## config.mk

```make
export PLATFORM = sky130hd
export DESIGN_NAME = uart_pixel_rx
export DESIGN_NICKNAME = d
export VERILOG_FILES = /design/src/rtl/uart_pkg.sv /design/src/rtl/uart_rx_byte.sv /design/src/rtl/uart_pixel_rx.sv
export SDC_FILE = /design/constraint.sdc
export NUM_CORES = 1
export LEC_CHECK = 0
export BUFFER_PORTS_ARGS = -buffer_cell sky130_fd_sc_hd__buf_2
export CAP_MARGIN = 20
export CORE_UTILIZATION = 43
export DETAILED_ROUTE_END_ITERATION = 7
export GPL_TIMING_DRIVEN = 0
export PLACE_DENSITY = 0.69
export SLEW_MARGIN = 20
export SYNTH_ARGS = -nofsm -noshare
export SYNTH_HDL_FRONTEND = slang
export SYNTH_HIERARCHICAL = 1
export SYNTH_SLANG_ARGS = --single-unit
```

## constraint.sdc

```tcl
create_clock -name pclk -period 3.05 [get_ports pclk]
set_input_delay 0.1525 -clock pclk [delete_from_list [all_inputs] [get_ports pclk]]
set_output_delay 0.1525 -clock pclk [all_outputs]
set_load 0.01 [all_outputs]
```

## src/rtl/uart_pkg.sv

```systemverilog
// Shared types and constants for the host-to-FPGA pixel link receiver.
package uart_pkg;

    typedef enum logic [1:0] {IDLE, START, DATA, STOP} rx_state_t;

    typedef struct packed {
        logic [7:0] r;
        logic [7:0] g;
        logic [7:0] b;
    } rgb_t;

    // Rounded clock cycles per oversample tick.
    function automatic int calc_div(input int clk_freq, input int baud, input int oversample);
        int den;
        den = baud * oversample;
        return (clk_freq + den / 2) / den;
    endfunction

endpackage

```

## src/rtl/uart_rx_byte.sv

```systemverilog
// 8N1 UART byte receiver: rx synchroniser, free-running oversample tick, framing FSM.
// byte_valid / stop_err are single-cycle strobes issued in the stop-bit sample cycle.
module uart_rx_byte
    import uart_pkg::*;
#(
    parameter int CLK_FREQ   = 50000000,
    parameter int BAUD       = 115200,
    parameter int OVERSAMPLE = 16
) (
    input  logic       pclk,
    input  logic       rst_n,
    input  logic       rx,
    output logic [7:0] byte_data,
    output logic       byte_valid,
    output logic       stop_err,
    output rx_state_t  state_dbg
);

    localparam int DIV = calc_div(CLK_FREQ, BAUD, OVERSAMPLE);
    localparam int TW  = (DIV > 1) ? $clog2(DIV) : 1;
    localparam int PW  = (OVERSAMPLE > 2) ? $clog2(OVERSAMPLE) : 1;
    localparam logic [PW-1:0] PH_HALF = PW'(OVERSAMPLE / 2 - 1);
    localparam logic [PW-1:0] PH_LAST = PW'(OVERSAMPLE - 1);

    logic          rx_meta, rx_sync;
    logic [TW-1:0] tick_cnt;
    logic          tick;
    rx_state_t     state, state_n;
    logic [PW-1:0] phase, phase_n;
    logic [2:0]    bit_cnt, bit_cnt_n;
    logic [7:0]    shift, shift_n;

    assign tick      = (tick_cnt == TW'(DIV - 1));
    assign byte_data = shift;
    assign state_dbg = state;

    always_ff @(posedge pclk or negedge rst_n) begin
        if (!rst_n) begin
            rx_meta  <= 1'b1;
            rx_sync  <= 1'b1;
            tick_cnt <= '0;
            state    <= IDLE;
            phase    <= '0;
            bit_cnt  <= '0;
            shift    <= '0;
        end else begin
            rx_meta  <= rx;
            rx_sync  <= rx_meta;
            tick_cnt <= tick ? '0 : tick_cnt + TW'(1);
            state    <= state_n;
            phase    <= phase_n;
            bit_cnt  <= bit_cnt_n;
            shift    <= shift_n;
        end
    end

    always_comb begin
        state_n    = state;
        phase_n    = phase;
        bit_cnt_n  = bit_cnt;
        shift_n    = shift;
        byte_valid = 1'b0;
        stop_err   = 1'b0;
        case (state)
            IDLE: begin
                if (!rx_sync) begin
                    phase_n   = '0;
                    bit_cnt_n = '0;
                    state_n   = START;
                end
            end
            START: begin
                // Mid-start resample rejects short low glitches.
                if (tick) begin
                    if (phase == PH_HALF) begin
                        phase_n = '0;
                        state_n = rx_sync ? IDLE : DATA;
                    end else begin
                        phase_n = phase + PW'(1);
                    end
                end
            end
            DATA: begin
                if (tick) begin
                    if (phase == PH_LAST) begin
                        phase_n   = '0;
                        shift_n   = {rx_sync, shift[7:1]};
                        bit_cnt_n = bit_cnt + 3'd1;
                        if (bit_cnt == 3'd7) state_n = STOP;
                    end else begin
                        phase_n = phase + PW'(1);
                    end
                end
            end
            STOP: begin
                if (tick) begin
                    if (phase == PH_LAST) begin
                        state_n    = IDLE;
                        byte_valid = rx_sync;
                        stop_err   = !rx_sync;
                    end else begin
                        phase_n = phase + PW'(1);
                    end
                end
            end
            default: state_n = IDLE;
        endcase
    end

endmodule

```

## src/rtl/uart_pixel_rx.sv

```systemverilog
// Pixel link receiver: assembles three UART bytes (R,G,B) into a 24-bit pixel register.
// Optional idle timeout on partial pixels is enabled by defining UART_PIXEL_TIMEOUT_EN.
module uart_pixel_rx
    import uart_pkg::*;
#(
    parameter int CLK_FREQ     = 50000000,
    parameter int BAUD         = 115200,
    parameter int OVERSAMPLE   = 16,
    parameter int TIMEOUT_BITS = 32
) (
    input  logic        pclk,
    input  logic        rst_n,
    input  logic        rx,
    output logic [23:0] pixel_data,
    output logic        pixel_valid,
    input  logic        pixel_ready,
    output logic        frame_err,
    output logic        overrun
);

    // Handshake: a pixel transfers on any posedge with pixel_valid && pixel_ready;
    // pixel_data is held stable while pixel_valid is high and pixel_ready is low.

    logic [7:0] byte_data;
    logic       byte_valid, stop_err;
    rx_state_t  rx_state;
    logic [1:0] idx;
    logic [7:0] part_r, part_g;
    rgb_t       next_pix;
    logic       timeout;

    uart_rx_byte #(
        .CLK_FREQ  (CLK_FREQ),
        .BAUD      (BAUD),
        .OVERSAMPLE(OVERSAMPLE)
    ) u_rx_byte (
        .pclk      (pclk),
        .rst_n     (rst_n),
        .rx        (rx),
        .byte_data (byte_data),
        .byte_valid(byte_valid),
        .stop_err  (stop_err),
        .state_dbg (rx_state)
    );

    assign next_pix = {part_r, part_g, byte_data};

`ifdef UART_PIXEL_TIMEOUT_EN
    localparam int TO_CYCLES = TIMEOUT_BITS * calc_div(CLK_FREQ, BAUD, OVERSAMPLE) * OVERSAMPLE;

    logic [31:0] idle_cnt;

    assign timeout = (rx_state == IDLE) && (idx != 2'd0) && (idle_cnt == 32'(TO_CYCLES - 1));

    always_ff @(posedge pclk or negedge rst_n) begin
        if (!rst_n) begin
            idle_cnt <= '0;
        end else if (rx_state != IDLE || idx == 2'd0 || timeout) begin
            idle_cnt <= '0;
        end else begin
            idle_cnt <= idle_cnt + 32'd1;
        end
    end
`else
    logic unused_cfg;

    assign timeout    = 1'b0;
    assign unused_cfg = ^{TIMEOUT_BITS, rx_state};
`endif

    always_ff @(posedge pclk or negedge rst_n) begin
        if (!rst_n) begin
            pixel_data  <= '0;
            pixel_valid <= 1'b0;
            frame_err   <= 1'b0;
            overrun     <= 1'b0;
            idx         <= 2'd0;
            part_r      <= '0;
            part_g      <= '0;
        end else begin
            frame_err <= 1'b0;
            overrun   <= 1'b0;
            if (pixel_valid && pixel_ready) pixel_valid <= 1'b0;
            if (stop_err || timeout) begin
                // Drop back to a pixel boundary so the next byte is treated as R.
                idx       <= 2'd0;
                frame_err <= 1'b1;
            end else if (byte_valid) begin
                case (idx)
                    2'd0: begin
                        part_r <= byte_data;
                        idx    <= 2'd1;
                    end
                    2'd1: begin
                        part_g <= byte_data;
                        idx    <= 2'd2;
                    end
                    default: begin
                        idx <= 2'd0;
                        if (!pixel_valid || pixel_ready) begin
                            pixel_data  <= next_pix;
                            pixel_valid <= 1'b1;
                        end else begin
                            overrun <= 1'b1;
                        end
                    end
                endcase
            end
        end
    end

endmodule

```

# Word level (Yosys, flattened, before mapping)
# Index checks and enable logic that the tools add are counted.
[totals]
regBits = 69
out_inout_bits = 27
input_bits = 4
wordCells = 94
[op_classes]
reduce_logical = 16
n_mux = 42
addsub = 3
n_eq_ne = 17
bitwise = 2
[op_table]
columns = ["op", "n"]
rows = [
  ["$mux W4", 7],
  ["$mux W2", 11],
  ["$mux W1", 16],
  ["$pmux W4 S4", 1],
  ["$ne A2 B1 Y1 const B", 7],
  ["$mux W3", 3],
  ["$reduce_and A3 Y1", 3],
  ["$pmux W2 S4", 1],
  ["$reduce_and A4 Y1", 2],
  ["$reduce_and A8 Y1", 1],
  ["$pmux W3 S2", 1],
  ["$add A5 B1 Y5 const B", 1],
  ["$eq A5 B5 Y1 const B", 1],
  ["$mux W5", 1],
  ["$reduce_and A5 Y1", 1],
  ["$add A4 B1 Y4 const B", 1],
  ["$eq A2 B1 Y1 const B", 2],
  ["$eq A2 B2 Y1 const B", 2],
  ["$eq A4 B3 Y1 const B", 1],
  ["$eq A4 B4 Y1 const B", 1],
  ["$logic_not A2 Y1", 2],
  ["$ne A2 B2 Y1 const B", 2],
  ["$pmux W2 S2", 1],
  ["$reduce_bool A2 Y1", 2],
  ["other kinds (7)", 9],
]

# Longest topological paths before layout
# Gate-level depths: netlist (run 1).
[depth]
word_depth = 6
ltp_mapped = 11

# Hierarchy
# The synthesis (run 1) kept the hierarchy.
[modules_own_cells]
columns = ["module", "n_inst", "cells_per_inst", "area_per_inst_um2", "seq_area_each_um2"]
rows = [
  ["uart_pixel_rx", 1, 102, 1808.0, 1126.1],
  ["uart_rx_byte", 1, 101, 1219.9, 603.1],
]

# Worst setup path after synthesis (run 1)
# OpenSTA, ideal clock, no wires.
[synth_timing]
kind = "register to register"
startpoint = "register u_rx_byte.tick_cnt[0]"
endpoint = "register pixel_data[10]"
n_path_buf = 3
stages_incl_launch_ff = 12
setup_slack_ps = 577
arrival_ps = 2348
required_time_ps = 2925
synth_period_minus_slack_ps = 2473
setup_ps = 125
cell_sequence = "dfrtp_1 inv_1 ha_1 and4b_1 buf_6 nand2_1 nor3_1 nand3b_1 nor2b_1 buf_6 buf_12 mux2_4"
[synth_between]
word_cells_on_any_way = 7
classes_between = "eq/ne (1); mux (4); bitwise (1); reduce/logical (1)"
[synth_rtl]
columns = ["element", "line_no", "text"]
rows = [
  ["from (decl)", "uart_rx_byte.sv:26", "logic [TW-1:0] tick_cnt;"],
  ["from (signal assigned)", "uart_rx_byte.sv:49", "tick_cnt <= tick ? '0 : tick_cnt + TW'(1);"],
  ["$eq A5 B5 Y1", "uart_rx_byte.sv:33", "assign tick = (tick_cnt == TW'(DIV - 1));"],
  ["$mux W1", "uart_rx_byte.sv:96", "if (tick) begin"],
  ["$mux W1", "uart_rx_byte.sv:64", "case (state)"],
  ["net byte_valid", "uart_pixel_rx.sv:25", "logic byte_valid, stop_err;"],
  ["$reduce_and A4 Y1 (no source line)", "n/a", ""],
  ["to (signal assigned)", "uart_pixel_rx.sv:101", "pixel_data <= next_pix;"],
  ["to (decl)", "uart_pixel_rx.sv:14", "output logic [23:0] pixel_data,"],
]
# The timed path passes the listed nets, and every way through them passes these cells.
# A chain may end at the register's enable or synchronous reset.

# Worst setup path in the final report (run 1)
[layout_timing]
startpoint = "register u_rx_byte.tick_cnt[0]"
endpoint = "register pixel_data[16]"
# Same word-level chain as after synthesis.

==> impl_metrics.env, run 1 <==
export IMPL_outcome="complete, no violations"
export IMPL_fin_crit_sh_pct=85.60
export IMPL_place_congestion=0.7744
export IMPL_yosysWarnings=6
export IMPL_power_density_nw_per_um2=478.4
export IMPL_grt_pass1_wl_um=8404
export IMPL_regArea_um2=1729
export IMPL_grt_pass1_vias=1692
export IMPL_core_area_um2=6794
export IMPL_ys_types=41
export IMPL_startpoint="u_rx_byte/tick_cnt[0]"
export IMPL_mostFrequentLayoutCells="dfrtp_1 (67), buf_2 (31), mux2_4 (28)"
export IMPL_worst_setup_path_start_kind="flip-flop"
export IMPL_timing_critical_path_to="pixel_data[16]"
export IMPL_cp_arrival_ns=2.84
export IMPL_grt_start_max_net_pins=59
export IMPL_ir_worst_vdd_uv=184.7
export IMPL_synth_largest_area_cell="dfrtp_1"
export IMPL_fp_dieH_um=85.92
export IMPL_worst_slack_ns=0.4391
export IMPL_die_w_um=85.92
export IMPL_antenna_found_initial=0
export IMPL_fmax_mhz=383.0
export IMPL_p_seq_share_pct=53.6
export IMPL_clkTransAtPathRegs_ns=0.07
export IMPL_post_place_ws_ns=0.1705
export IMPL_first_pass_iters=4
export IMPL_crit_type="flip-flop to flip-flop"
export IMPL_clk_latency_ns=0.35
export IMPL_syn_nets=212
export IMPL_crit_buf_inv=4
export IMPL_crit_path_end_kind="flip-flop"
export IMPL_critPathMaxStageDelay_ns=0.41
export IMPL_drt_total_wl_um=4912
export IMPL_fin_area_um2=3582
export IMPL_cp_required_ns=3.28
export IMPL_place_hpwl_um=3256
export IMPL_crit_top_cell="buf_6"
export IMPL_synthCells=203
export IMPL_crit_cells=11
export IMPL_r2r_start="u_rx_byte/tick_cnt[0]"
export IMPL_drive_gt1_share_pct=46.85
export IMPL_crit_family="simple AND/OR/NAND/NOR gates"
export IMPL_final_nets=258
export IMPL_rsz0062_at_grt="no"
export IMPL_portBuffers=30
export IMPL_place_area_um2=3328
export IMPL_fin_setup_tns_ns=0
export IMPL_crit_path_max_fanout=10
export IMPL_cts_tree="built"
export IMPL_antenna_cells=0
export IMPL_swShare_pct=22.43
export IMPL_path_cells="inv_1 -> ha_1 -> and4b_1 -> buf_6 -> nand2_1 -> nor3_2 -> nand3b_1 -> nor2b_1 -> buf_6 -> buf_12 -> mux2_4"
export IMPL_intPower_uw=1329
export IMPL_yosysSeqAreaShare_pct=57.11
export IMPL_synth_seq_cells=69
export IMPL_cap_violations=0
export IMPL_hold_violations=0
export IMPL_max_slew_margin_pct=68.14
export IMPL_cts_htree_levels=3
export IMPL_overflow=0
export IMPL_die_area_um2=7381
export IMPL_numCtsBuffers=9
export IMPL_initial_core_util_pct=44.57
export IMPL_ff2ff_path_depth=11
export IMPL_r2r_setup_slack_ns=0.44
export IMPL_io_pins=31
export IMPL_tightest_slew_ns=0.4753
export IMPL_syn_to_final_growth_pct=18.31
export IMPL_multi_input_area_um2=1199
export IMPL_clkPwrFrac_pct=44.9
export IMPL_track_usage_pct=15.01
export IMPL_syn_avg_cell_area_um2=14.92
export IMPL_synth_area_um2=3028
export IMPL_total_leakage_power_uw=0.001777
export IMPL_crit_slowest_cell="dfrtp_1"
export IMPL_switchingPower_uw=384.4
export IMPL_drc=0
export IMPL_combPwrFrac_pct=1.5
export IMPL_wl_per_cell_um=14.03
export IMPL_final_common_cell="dfrtp_1"
export IMPL_drtAntennaViolNets=0
export IMPL_yosys_top_cells_area="dfrtp_1 (55%), mux2_4 (14%), mux2_2 (8.6%), a22o_1 (2.3%), ha_1 (2.1%)"
export IMPL_cts_num_sinks=69
export IMPL_fillers=574
export IMPL_finalSetupViolCount=0
export IMPL_worstHoldPathType="primary input to flip-flop"
export IMPL_skew_ns=0.01237
export IMPL_num_vias=1705
export IMPL_root_buffer="clkbuf_8"
export IMPL_r2r_end="pixel_data[16]"
export IMPL_row_count=30
export IMPL_drtIter0Drc=77
export IMPL_finalCriticalPeriod_ns=2.611
export IMPL_avgViaCountPerCell=4.871
export IMPL_cts_buffer_depth=2
export IMPL_synth_top_area_share_pct=55.37
export IMPL_fin_util_pct=52.73
export IMPL_finalMaxSlewViolations=0
tightest hold or removal path, cell delays in order:
cell and delay [ns]:
buf_2 0.07, nand2b_1 0.12, nor2_1 0.05
kinds of logic after synthesis:
group                      after synthesis  synth area share (%)
xor gates and xnor gates                 2                0.5786
buffers and inverters                   13                 3.636
AOI/OAI and AO/OA                       21                 4.876
DFF                                     69                 57.11
adders and majority gates                5                 2.066
and+or+nand+nor                         41                 8.967
muxes                                   52                 22.77
sequential cells by signal (all words and copies together) (netlist names), 2 cells and up, named ones only:
signal / cells
part_r: 8
u_rx_byte/bit_cnt: 3
part_g: 8
u_rx_byte/phase: 4
idx: 2
u_rx_byte/byte_data: 8
u_rx_byte/tick_cnt: 5
pixel_data: 24
worst min path at each step:
stage | from | depth (start not counted) | endpoint | slack (ns)
6_report | pixel_ready | 3 | overrun | 0.09
5_1_grt | pixel_ready | 3 | overrun | 0.10
4_1_cts | pixel_ready | 3 | overrun | 0.07
3_5_place_dp | rst_n | 1 | pixel_data[10] | 0.01
3_3_place_gp | rx | 1 | u_rx_byte/rx_meta | 0.26
2_1_floorplan | rst_n | 0 | frame_err | -0.14
through the flow:
stage	instances	hold slack (ns)	total power (uW)
after global placement	329	0.2608	956.5
after detailed placement	330	0.01044	961.4
after CTS	348	0.06798	1737
after global routing	350	0.1017	1773
final	350	0.08855	1714
after floorplan	203	-0.1431	936.4
area by class of cell:
type	count	share of cell area, %
Sequential cell	69	48.27
Tap cell	96	3.353
Buffer	8	2.550
Multi-Input combinational cell	121	33.46
Inverter	5	0.5239
Clock buffer	10	3.842
Timing Repair Buffer	35	6.008
Clock inverter	6	1.991
routing by layer:
layer	GRT usage (%)	share of wire, %
met5	0	0
met1	20.55	50
met2	22.29	46
met4	6.364	1.6
met3	4.331	3.0
power by group through the flow:
stage / registers (uW) / clock network (uW) / logic [uW]
after floorplan: 936 / 0 / 0.623
final: 918 / 769 / 26.0
after global routing: 918 / 825 / 30.4
after global placement: 936 / 0 / 20.3
after detailed placement: 936 / 0 / 25.4
after CTS: 918 / 792 / 27.4
synth_stat cells (all sizes together):
cell and number:
dfrtp 67, mux2 51, nor2 11, a22o 8, buf 7, nand3 7, ha 5, inv 5
nand2 5, o21ai 5, a21oi 4, and3 3, nor3 3, and4 2, dfstp 2, a21o 1
a221o 1, a31oi 1, and2 1, and4b 1, and4bb 1, clkbuf 1, mux2i 1, nand2b 1
nand3b 1, nand4b 1, nor2b 1, nor4 1, nor4b 1, nor4bb 1, o41ai 1, xnor2 1
xor2 1
timing repair:
item                       4_1_cts  5_1_grt
resized for setup                0        2
hold endpoints to repair        68        0
setup endpoints to repair        0       28
setup buffers                    0        2
hold buffers                     2        0
(Power assumes the default switching activity.)
==> run 2, diff against run 1 <==
--- a/config.mk
+++ b/config.mk
@@ -10,9 +10,10 @@
 export CORE_UTILIZATION = 43
 export DETAILED_ROUTE_END_ITERATION = 7
 export GPL_TIMING_DRIVEN = 0
-export PLACE_DENSITY = 0.69
+export PLACE_DENSITY = 0.7
+export RECOVER_POWER = 100
+export SKIP_LAST_GASP = 1
 export SLEW_MARGIN = 20
 export SYNTH_ARGS = -nofsm -noshare
 export SYNTH_HDL_FRONTEND = slang
-export SYNTH_HIERARCHICAL = 1
 export SYNTH_SLANG_ARGS = --single-unit
==> run 2 against run 1 <==
- the flow now finishes with violations (max-capacitance violations, max-slew violations)
- global-route usage increased by 0.30 points
- die area decreased by 7.0%
- maximum frequency decreased by 0.52%
- synthesized area decreased by 7.1%
- worst setup slack got worse by 0.014 ns
- via count increased by 0.53%
- wire length decreased by 1.9%
- register-to-register slack about the same
- clock-buffer cell count increased by 1
- sequential power about the same
==> impl_metrics.env, run 2 <==
export IMPL_num_vias=1714
export IMPL_cts_tree="built"
export IMPL_first_pass_iters=4
export IMPL_ff2ff_path_depth=7
export IMPL_drive_gt1_share_pct=30.89
export IMPL_drt_met1_wl_um=2287
export IMPL_synth_area_um2=2813
export IMPL_fin_crit_sh_pct=86.05
export IMPL_syn_nets=206
export IMPL_finalMaxSlewViolations=31
export IMPL_cp_required_ns=3.28
export IMPL_yosysWarnings=0
export IMPL_finalCriticalPeriod_ns=2.625
export IMPL_die_w_um=82.88
export IMPL_antenna_found_initial=0
export IMPL_largest_register="pixel_data"
export IMPL_grt_start_max_net_pins=40
export IMPL_core_area_um2=6314
export IMPL_cap_violations=1
export IMPL_synth_top_area_share_pct=59.61
export IMPL_mostFrequentLayoutCells="dfrtp_1 (67), mux2_2 (48), clkbuf_1 (31)"
export IMPL_synth_edff_count=0
export IMPL_synth_xor_area_share_pct=0.9342
export IMPL_initial_core_util_pct=44.55
export IMPL_wl_per_cell_um=14.93
export IMPL_place_congestion=0.7447
export IMPL_crit_path_end_kind="flip-flop"
export IMPL_clkTransAtPathRegs_ns=0.07
export IMPL_track_usage_pct=15.31
export IMPL_yosys_top_cells_area="dfrtp_1 (60%), mux2_2 (19%), ha_1 (2.2%), dfstp_2 (1.9%), nand2_1 (1.6%)"
export IMPL_regArea_um2=1729
export IMPL_tightest_slew_ns=1.798
export IMPL_place_hpwl_um=3147
export IMPL_total_leakage_power_uw=0.001579
export IMPL_row_count=29
export IMPL_power_density_nw_per_um2=521.3
export IMPL_async_flop_share_pct=100.0
export IMPL_syn_to_final_growth_pct=15.66
export IMPL_synth_common_cells="dfrtp_1 (67), mux2_2 (48), nand2_1 (12)"
export IMPL_top_layer="met4"
export IMPL_hold_buffers=2
export IMPL_ctsResizeCount=0
export IMPL_drc=0
export IMPL_clk_latency_ns=0.35
export IMPL_io_pins=31
export IMPL_finalSetupViolCount=0
export IMPL_r2r_start="u_rx_byte.tick_cnt[0]"
export IMPL_r2r_setup_slack_ns=0.43
export IMPL_fin_setup_tns_ns=0
export IMPL_overflow=0
export IMPL_grt_pass1_vias=1689
export IMPL_min_from="pixel_ready"
export IMPL_fp_dieH_um=82.88
export IMPL_avgViaCountPerCell=5.307
export IMPL_antenna_cells=0
export IMPL_numCtsBuffers=9
export IMPL_synth_top_family_by_area="multiplexers"
export IMPL_wl_met3_um=255
export IMPL_yosys_area_share_simple_pct=8.897
export IMPL_outcome="complete, but fails checks"
export IMPL_hold_violations=0
export IMPL_worst_setup_path_start_kind="flip-flop"
export IMPL_ys_types=39
export IMPL_post_cts_setup_buffer_count=0
export IMPL_timing_critical_path_to="part_r[2]"
export IMPL_grt_pass1_wl_um=8135
export IMPL_final_common_cell="dfrtp_1"
export IMPL_synth_most_common_cell="dfrtp_1"
export IMPL_root_buffer="clkbuf_8"
export IMPL_totalPowerFinal_uw=1696
export IMPL_synth_mux_area_share_pct=19.97
export IMPL_startpoint="u_rx_byte.tick_cnt[0]"
export IMPL_ys_flop_type="dfrtp_1"
export IMPL_cts_num_sinks=69
export IMPL_r2r_end="part_r[2]"
export IMPL_largest_reg_flops=24
export IMPL_cp_arrival_ns=2.86
export IMPL_die_area_um2=6868
export IMPL_rsz0062_at_grt="no"
export IMPL_drtIter0Drc=75
export IMPL_portBuffers=30
export IMPL_drt_total_wl_um=4821
export IMPL_synth_fa_ha_area_share_pct=2.224
export IMPL_crit_type="flip-flop to flip-flop"
export IMPL_route_met2_wl_um=2195
export IMPL_ir_worst_vdd_uv=354.6
export IMPL_synth_largest_area_cell="dfrtp_1"
export IMPL_multi_input_area_um2=1022
export IMPL_skew_ns=0.007886
export IMPL_syn_avg_cell_area_um2=14.28
export IMPL_synth_seq_cells=69
export IMPL_max_slew_margin_pct=-19.90
export IMPL_cts_htree_levels=3
export IMPL_failed_checks="max-capacitance violations, max-slew violations"
export IMPL_dp_cells=305
export IMPL_fillers=575
export IMPL_stdcell_count=323
export IMPL_yosysSeqAreaShare_pct=61.48
export IMPL_drtAntennaViolNets=0
export IMPL_cts_buffer_depth=2
export IMPL_final_nets=250
export IMPL_fmax_mhz=381.0
export IMPL_hold_depth=3
export IMPL_crit_path_max_fanout=9
export IMPL_worstHoldPathType="primary input to flip-flop"
export IMPL_synth_compound_area_share_pct=4.760
export IMPL_synthCells=197
-- run 2: per-layer routing --
metal,vias up,GRT usage (%)
met5,-,0
met4,0,7.680
met3,10,6.660
met2,39,22.21
met1,873,19.52
li1,792,-
-- run 2: worst max-delay path: stages (launching register included) --
cell	delay (ns)
dfrtp_1	0.42
inv_1	0.07
ha_1	0.18
and4b_1	0.20
clkbuf_1	0.32
nand4_4	0.21
nor4b_4	0.70
mux2_2	0.41
-- run 2: logic make-up after synthesis --
family	Yosys count
buffers and inverters	11
AO/OA/AOI/OAI	19
AND/OR/NAND/NOR	40
XOR/XNOR	3
adder cells (fa/ha/maj)	5
flip-flops	69
multiplexers	50
-- run 2: layout make-up --
cell class,count,share of cell area [%]
Sequential cell,69,53.15
Multi-Input combinational cell,117,31.42
Timing Repair Buffer,33,4.769
Clock buffer,11,4.346
Tap cell,77,2.962
Clock inverter,5,1.885
Buffer,7,1.000
Inverter,4,0.4615
-- run 2: worst min path at each step --
stage,end
after floorplan,async pin
after global placement,u_rx_byte.rx_meta
after detailed placement,u_rx_byte.phase[1]
after CTS,overrun
after global routing,overrun
final,overrun
-- run 2: through the flow --
stage	util (%)	setup slack (ns)	hold slack (ns)	area, um2
5_1_grt	51.53	0.2817	0.1300	3253
6_report	51.53	0.4254	0.1047	3253
3_3_place_gp	48.45	0.6664	0.2585	3059
2_1_floorplan	-	1.008	-0.1431	2813
3_5_place_dp	48.81	0.6193	0.1201	3082
4_1_cts	52.34	0.6106	0.1061	3304
-- run 2: power by group --
part / switching, uW / leakage (uW) / internal (uW) / total (uW)
Sequential: 0.349 / 0.000932 / 917 / 917
Combinational: 19.9 / 0.000543 / 6.52 / 26.4
Clock: 349 / 0.000103 / 403 / 752
Total: 370 / 0.00158 / 1330 / 1700
==> run 3, diff against run 2 <==
--- a/config.mk
+++ b/config.mk
@@ -10,10 +10,11 @@
 export CORE_UTILIZATION = 43
 export DETAILED_ROUTE_END_ITERATION = 7
 export GPL_TIMING_DRIVEN = 0
-export PLACE_DENSITY = 0.7
+export PLACE_DENSITY = 0.69
 export RECOVER_POWER = 100
 export SKIP_LAST_GASP = 1
 export SLEW_MARGIN = 20
 export SYNTH_ARGS = -nofsm -noshare
 export SYNTH_HDL_FRONTEND = slang
+export SYNTH_HIERARCHICAL = 1
 export SYNTH_SLANG_ARGS = --single-unit
==> run 3 against run 2 <==
- the run now ends clean
- sequential cell count did not move
- non-clock buffer count rose by 3
- clock power rose by 2%
- combinational power fell by 19%
- final cell count rose by 8.4%
- critical path type unchanged
- first-iteration DRC count fell by 20%
==> impl_metrics.env, run 3 (synthesized netlist as in run 1, its figures left out) <==
export IMPL_overflow=0
export IMPL_ff2ff_path_depth=9
export IMPL_io_pins=31
export IMPL_fin_util_pct=49.67
export IMPL_avgViaCountPerCell=4.851
export IMPL_cp_arrival_ns=2.92
export IMPL_finalCriticalPeriod_ns=2.693
export IMPL_power_density_nw_per_um2=505.1
export IMPL_min_to="overrun"
export IMPL_root_buffer="clkbuf_8"
export IMPL_critPathMaxStageDelay_ns=0.44
export IMPL_portBuffers=30
export IMPL_place_congestion=0.7744
export IMPL_path_cells="inv_1 -> ha_1 -> and4b_1 -> buf_6 -> nand2_1 -> nor3_2 -> and4bb_2 -> clkbuf_1 -> mux2_2"
export IMPL_num_vias=1698
export IMPL_fin_setup_tns_ns=0
export IMPL_cts_tree="built"
export IMPL_total_leakage_power_uw=0.001622
export IMPL_crit_slowest_cell="clkbuf_1"
export IMPL_numCtsBuffers=9
export IMPL_multi_input_area_um2=1096
export IMPL_die_area_um2=7381
export IMPL_crit_type="flip-flop to flip-flop"
export IMPL_tightest_slew_ns=1.375
export IMPL_fin_crit_sh_pct=88.29
export IMPL_clkTransAtPathRegs_ns=0.07
export IMPL_fp_dieH_um=85.92
export IMPL_track_usage_pct=15.01
export IMPL_antenna_cells=0
export IMPL_cap_violations=0
export IMPL_syn_to_final_growth_pct=11.45
export IMPL_finalMaxSlewViolations=0
export IMPL_core_area_um2=6794
export IMPL_grt_start_max_net_pins=59
export IMPL_clk_latency_ns=0.35
export IMPL_cts_htree_levels=3
export IMPL_drtIter0Drc=60
export IMPL_worst_setup_path_start_kind="flip-flop"
export IMPL_crit_path_end_kind="flip-flop"
export IMPL_drt_total_wl_um=4882
export IMPL_fillers=629
export IMPL_cp_required_ns=3.28
export IMPL_die_w_um=85.92
export IMPL_cts_buffer_depth=2
export IMPL_hold_violations=0
export IMPL_final_common_cell="dfrtp_1"
export IMPL_crit_path_max_fanout=8
export IMPL_antenna_found_initial=0
export IMPL_place_hpwl_um=3256
export IMPL_drc=0
export IMPL_ir_worst_vdd_uv=185.0
export IMPL_wl_per_cell_um=13.95
export IMPL_drive_gt1_share_pct=25.20
export IMPL_rsz0062_at_grt="no"
export IMPL_largest_register="pixel_data"
export IMPL_outcome="complete, no violations"
export IMPL_finalSetupViolCount=0
export IMPL_cts_num_sinks=69
export IMPL_skew_ns=0.01070
export IMPL_r2r_setup_slack_ns=0.36
export IMPL_final_nets=258
export IMPL_hold_depth=3
export IMPL_worstHoldPathType="primary input to flip-flop"
export IMPL_drtAntennaViolNets=0
export IMPL_fmax_mhz=371.4
export IMPL_grt_pass1_wl_um=8404
export IMPL_initial_core_util_pct=44.57
export IMPL_max_slew_margin_pct=8.322
export IMPL_row_count=30
export IMPL_min_from="pixel_ready"
export IMPL_first_pass_iters=4
export IMPL_regArea_um2=1729
export IMPL_r2r_end="part_g[1]"
export IMPL_grt_pass1_vias=1692
export IMPL_largest_reg_flops=24
export IMPL_r2r_start="u_rx_byte/tick_cnt[0]"
export IMPL_mostFrequentLayoutCells="dfrtp_1 (67), clkbuf_1 (33), mux2_2 (23)"
[run 3: report_power, final]
group	internal, uW	switching, uW	total, uW
registers	917	1.66	918
logic	3.53	17.8	21.3
clock network	405	360	765
total	1330	379	1700
[run 3: critical path, delay by kind of cell, from the launching register on]
kind	cells	cell delay (ns)
flip-flops	1	0.41
buffers and inverters	3	0.64
AND/OR/NAND/NOR	4	0.97
multiplexers	1	0.40
adder cells (fa/ha/maj)	1	0.17
[run 3: area by class of cell]
| type | instances | share of cell area [%] |
|---|---|---|
| clock inverters | 6 | 2.113 |
| inverters | 5 | 0.5562 |
| multi-input cells | 121 | 32.48 |
| well taps | 96 | 3.560 |
| clock buffers | 10 | 4.079 |
| flip-flops and latches | 69 | 51.24 |
| repair buffers | 35 | 4.375 |
| plain buffers | 8 | 1.594 |
[run 3: routing by layer]
layer,wire [um],vias up,track usage [%]
met5,0,-,0
met4,102,0,6.364
met3,159,8,4.331
met2,2219,26,22.29
met1,2401,843,20.55
li1,-,821,-
[run 3: repair_timing]
action / CTS / global route
hold endpoints to repair: 68 / 0
endpoints found under the setup margin: 0 / 28
gates resized for setup: 0 / 2
setup buffers: 0 / 2
hold buffers: 2 / 0
[run 3: how the worst max path moves through the flow]
| stage | slack, ns | start | depth (start not counted) | endpoint |
|---|---|---|---|---|
| after CTS | 0.12 | u_rx_byte/tick_cnt[0] | 8 | part_r[0] |
| after global routing | 0.13 | u_rx_byte/tick_cnt[0] | 11 | pixel_data[5] |
| after detailed placement | 0.17 | u_rx_byte/tick_cnt[0] | 8 | part_r[2] |
| final | 0.36 | u_rx_byte/tick_cnt[0] | 9 | part_g[1] |
| after global placement | 0.21 | u_rx_byte/tick_cnt[0] | 8 | part_r[1] |
| after floorplan | 0.58 | u_rx_byte/tick_cnt[0] | 11 | pixel_data[10] |
[run 3: metrics by stage]
step                      area [um2]  setup WS [ns]  cells  hold WS (ns)  power [uW]
after global placement          3298         0.2120    329        0.2608       956.5
after detailed placement        3328         0.1705    330       0.01044       961.4
after floorplan                 3028         0.5766    203       -0.1431       936.4
after CTS                       3557         0.1240    348       0.06798        1737
after global routing            3374         0.1295    350        0.1017        1769
final                           3374         0.3572    350       0.08632        1705
